==> src/rtl/logic_unit_arbiter.sv <==
// Two-requester front end for a shared 8-bit bitwise logic unit.
// Round-robin grant, one operation per three cycles: IDLE -> EXEC -> RESP.
module logic_unit_arbiter (
    input  logic       clk,
    input  logic       rst_n,
    input  logic       req0,
    input  logic [1:0] op0,
    input  logic [7:0] a0,
    input  logic [7:0] b0,
    input  logic       req1,
    input  logic [1:0] op1,
    input  logic [7:0] a1,
    input  logic [7:0] b1,
    output logic       gnt0,
    output logic       gnt1,
    output logic       done0,
    output logic       done1,
    output logic [7:0] o,
    output logic       busy
);

    typedef enum logic [1:0] {
        IDLE = 2'd0,
        EXEC = 2'd1,
        RESP = 2'd2
    } state_t;

    typedef enum logic [1:0] {
        OP_AND  = 2'b00,
        OP_OR   = 2'b01,
        OP_XOR  = 2'b10,
        OP_NOTA = 2'b11
    } op_t;

    state_t     state_q, state_d;
    logic       last_q, last_d;
    logic       winner_q, winner_d;
    logic [1:0] op_q, op_d;
    logic [7:0] a_q, a_d;
    logic [7:0] b_q, b_d;
    logic [7:0] o_q, o_d;

    // NOTE: every variable gets a hold value first so no path through the case infers a latch.
    always_comb begin
        state_d  = state_q;
        last_d   = last_q;
        winner_d = winner_q;
        op_d     = op_q;
        a_d      = a_q;
        b_d      = b_q;
        o_d      = o_q;

        unique case (state_q)
            IDLE: begin
                if (req0 || req1) begin
                    // With both asking, the one not served last time wins.
                    winner_d = (req0 && req1) ? ~last_q : req1;
                    op_d     = winner_d ? op1 : op0;
                    a_d      = winner_d ? a1  : a0;
                    b_d      = winner_d ? b1  : b0;
                    state_d  = EXEC;
                end
            end
            EXEC: begin
                unique case (op_t'(op_q))
                    OP_AND:  o_d = a_q & b_q;
                    OP_OR:   o_d = a_q | b_q;
                    OP_XOR:  o_d = a_q ^ b_q;
                    OP_NOTA: o_d = ~a_q;
                endcase
                state_d = RESP;
            end
            RESP: begin
                last_d  = winner_q;
                state_d = IDLE;
            end
            default: state_d = IDLE;
        endcase
    end

    // NOTE: sequential state uses non-blocking assignments only, so all flops update together.
    always_ff @(posedge clk or negedge rst_n) begin
        if (!rst_n) begin
            state_q  <= IDLE;
            last_q   <= 1'b1;
            winner_q <= 1'b0;
            op_q     <= 2'b00;
            a_q      <= 8'h00;
            b_q      <= 8'h00;
            o_q      <= 8'h00;
        end else begin
            state_q  <= state_d;
            last_q   <= last_d;
            winner_q <= winner_d;
            op_q     <= op_d;
            a_q      <= a_d;
            b_q      <= b_d;
            o_q      <= o_d;
        end
    end

    // Pulses decode straight from state, so each lasts exactly one cycle and reset clears them at once.
    always_comb begin
        gnt0  = (state_q == EXEC) && !winner_q;
        gnt1  = (state_q == EXEC) &&  winner_q;
        done0 = (state_q == RESP) && !winner_q;
        done1 = (state_q == RESP) &&  winner_q;
        busy  = (state_q != IDLE);
        o     = o_q;
    end

endmodule

==> config.mk <==
export PLATFORM = sky130hd
export DESIGN_NAME = logic_unit_arbiter
export DESIGN_NICKNAME = d
export VERILOG_FILES = /design/src/rtl/logic_unit_arbiter.sv
export SDC_FILE = /design/constraint.sdc
export NUM_CORES = 1
export LEC_CHECK = 0
export CORE_ASPECT_RATIO = 1.1
export CORE_MARGIN = 10
export CORE_UTILIZATION = 50
export CTS_BUF_LIST = sky130_fd_sc_hd__clkbuf_8
export DETAILED_ROUTE_END_ITERATION = 7
export DONT_BUFFER_PORTS = 1
export PLACE_DENSITY_LB_ADDON = 0.15
export SETUP_SLACK_MARGIN = 0.02
export SLEW_MARGIN = 20
export SYNTH_ARGS = -nofsm -noshare
export SYNTH_HDL_FRONTEND = slang
export SYNTH_SLANG_ARGS = --single-unit
export TNS_END_PERCENT = 5
==> constraint.sdc <==
create_clock -name clk -period 1.56 [get_ports clk]
set_clock_uncertainty 0.05 [all_clocks]
set_input_delay 0.312 -clock clk [delete_from_list [all_inputs] [get_ports clk]]
set_output_delay 0.312 -clock clk [all_outputs]
set_load 0.05 [all_outputs]
==> impl_metrics.json <==
{
  "critPathLaunchType": "register",
  "path_clk_slew_ns": 0.06,
  "p_per_area_nw_per_um2": 2340,
  "cts_sinks": 30,
  "ys_types": 17,
  "maxSlewViolCount": 0,
  "syn-num-nets": 198,
  "drv_cap": 0,
  "area_growth_pct": 28.1,
  "syn_avg_cell_area_um2": 12.9,
  "synth_seq_cells": 30,
  "insertedDiodeCount": 0,
  "clk_latency_ns": 0.28,
  "postSynthCellCount": 142,
  "cts-root-buf": "clkbuf_8",
  "antenna_left": 0,
  "wl_um": 4090,
  "htree_levels": 2,
  "place_congestion": 0.664,
  "hold_viol_final": 0,
  "grt_start_max_net_pins": 31,
  "max_slew.worst_pin.slew_ns": 0.515,
  "drive_above_1_share_pct": 50.3,
  "regArea_um2": 752,
  "crit_buf_inv": 1,
  "multiInputGateArea_um2": 1090,
  "io_pins": 53,
  "critPathSlowestCell": "mux4_2",
  "path_cells": "inv_2 > ha_4 > mux4_2 > mux2_4",
  "path_class": "reg -> reg",
  "wl_per_cell_um": 18.5,
  "overflow": 0,
  "drt_iter0_markers": 57,
  "grt_pass1_vias": 1396,
  "cp-end-kind": "register",
  "layout_min_cycle_time_ns": 1.56,
  "cp_top_family": "multiplexers",
  "die_h_um": 83.5,
  "vias_per_cell": 5.27,
  "max_stage_delay_ns": 0.45,
  "row_count": 23,
  "utilization_pct": 65.3,
  "dp_hpwl_um": 3010,
  "leakage_uw": 0.00114,
  "num_vias": 1164,
  "clock_path_buffers": 2,
  "pre_cts_slack_ns": -0.0306,
  "status": "complete, no violations",
  "required_ns": 1.67,
  "fill_cells": 277,
  "synth.cell_area_um2": 1830,
  "grt_setup_unrepaired": "true",
  "max-vdd-ir-drop_v": 0.00122,
  "finalCritPeriodShare_pct": 99.8,
  "fin_area_um2": 2350,
  "numCtsBuffers": 5,
  "cts_tree": "done",
  "ys_warn_count": 0,
  "placed_cell_area_um2": 2010,
  "crit_arrival_ns": 1.67,
  "finalSetupViolations": 0,
  "post-route-drc-count": 0,
  "max_clock_freq_mhz": 642,
  "grt_pass1_wl_um": 7020,
  "io_buffers": 0,
  "fp.dieW_um": 77.7,
  "nets": 226,
  "hold_path_class": "in -> reg",
  "setup_ws_ns": 0.00270,
  "core-area_um2": 3600,
  "grt_usage_pct": 13.7,
  "antenna_found_initial": 0,
  "initial_core_util_pct": 50.9,
  "die-area_um2": 6490,
  "cp_max_fo": 2,
  "firstDrtPassIters": 4,
  "ys_seq_area_share_pct": 41.1,
  "relSlewSlack_pct": 65.7
}
==> cell families (layout without fill, tap and decap cells) <==
| logic type | Yosys count | after routing | share of synthesized area, % |
|---|---|---|---|
| flops | 30 | 30 | 41.1 |
| mux | 53 | 53 | 36.1 |
| buf+inv | 32 | 61 | 8.61 |
| compound gates | 2 | 2 | 0.956 |
| fa+ha+maj | 16 | 16 | 10.9 |
| simple gates | 9 | 9 | 2.39 |
==> synth_stat cells <==
cell | number | area, um2
a21bo_1 | 1 | 10.0
a21o_1 | 1 | 7.51
buf_4 | 2 | 15.0
buf_6 | 4 | 45.0
dfrtp_1 | 29 | 726
dfstp_2 | 1 | 26.3
ha_1 | 16 | 200
inv_1 | 25 | 93.8
inv_2 | 1 | 3.75
mux2_2 | 8 | 90.1
mux2_4 | 4 | 60.1
mux2i_1 | 33 | 330
mux4_2 | 8 | 180
nand2b_1 | 2 | 12.5
nor2_1 | 5 | 18.8
nor2_2 | 1 | 6.26
or2_2 | 1 | 6.26
==> stage by stage <==
step	total power, uW	instances	setup TNS [ns]	hold WS [ns]
detailed placement	4320	206	-0.107	-0.0325
global placement	4140	206	0	-0.0326
global route	5940	221	-0.444	0.197
CTS	5370	221	-0.0161	0.188
finish	5480	221	0	0.192
floorplan	3620	142	-0.0188	-0.0336
==> sequential cells by signal, summed over array words and instances, names as in the netlist <==
signal,count
o,8
last_q,1
b_q,8
winner_q,1
state_q,2
op_q,2
a_q,8
==> layout make-up <==
| cell class | instances | area share, % |
|---|---|---|
| clock buffers | 5 | 2.93 |
| clock inverters | 3 | 0.480 |
| inverters | 26 | 4.16 |
| multi-input cells | 80 | 46.3 |
| flip-flops and latches | 30 | 32.0 |
| well taps | 50 | 2.67 |
| repair buffers | 27 | 11.5 |
==> power by group <==
part	switching [uW]	internal, uW
Clock	274	296
Combinational	1310	1710
Sequential	697	1190
Total	2290	3200
==> cell usage in the layout (no fill, tap or decap), types with 2 or more instances in the layout <==
cell and n:
buf_4 16, inv_1 12, mux2_4 12, buf_12 3, mux4_2 8, mux2i_1 33
dfrtp_1 29, ha_1 6, inv_2 17, buf_6 7, nor2_1 2, nor2_2 4
ha_4 9, clkbuf_8 5
==> worst paths after layout <==
path                       slack (ns)  startpoint  depth (start not counted)     end
setup / recovery                0.003      a_q[0]                          4    o[0]
hold / removal                   0.19       a1[4]                          2  a_q[4]
setup reg to reg                0.003      a_q[0]                          4    o[0]
hold reg to reg                  0.47      last_q                          1  last_q
max in group asynchronous        0.80       rst_n                          2  last_q
min in group asynchronous        0.43       rst_n                          2  a_q[1]
==> routing by layer <==
layer / global-route usage, % / routed length, um / up-vias
met4: 4.49 / 38 / 0
met3: 6.25 / 321 / 4
li1: - / - / 536
met5: 0 / 0 / -
met1: 14.8 / 1580 / 582
met2: 23.0 / 2150 / 42
==> repair_timing <==
action | CTS | global route
hold buffers | 2 | 0
pin swaps | 6 | 6
resized for setup | 34 | 14
setup endpoints to repair | 14 | 14
endpoints found under the hold margin | 30 | 0
setup buffers | 5 | 0
==> worst register-to-register path, delay by kind of cell, from the launching register on <==
kind | cells | cell delay [ns]
adder cells (fa/ha/maj) | 1 | 0.20
flip-flops | 1 | 0.40
buffers and inverters | 1 | 0.09
multiplexers | 2 | 0.72
No activity file was read; power rests on OpenSTA's default activity.
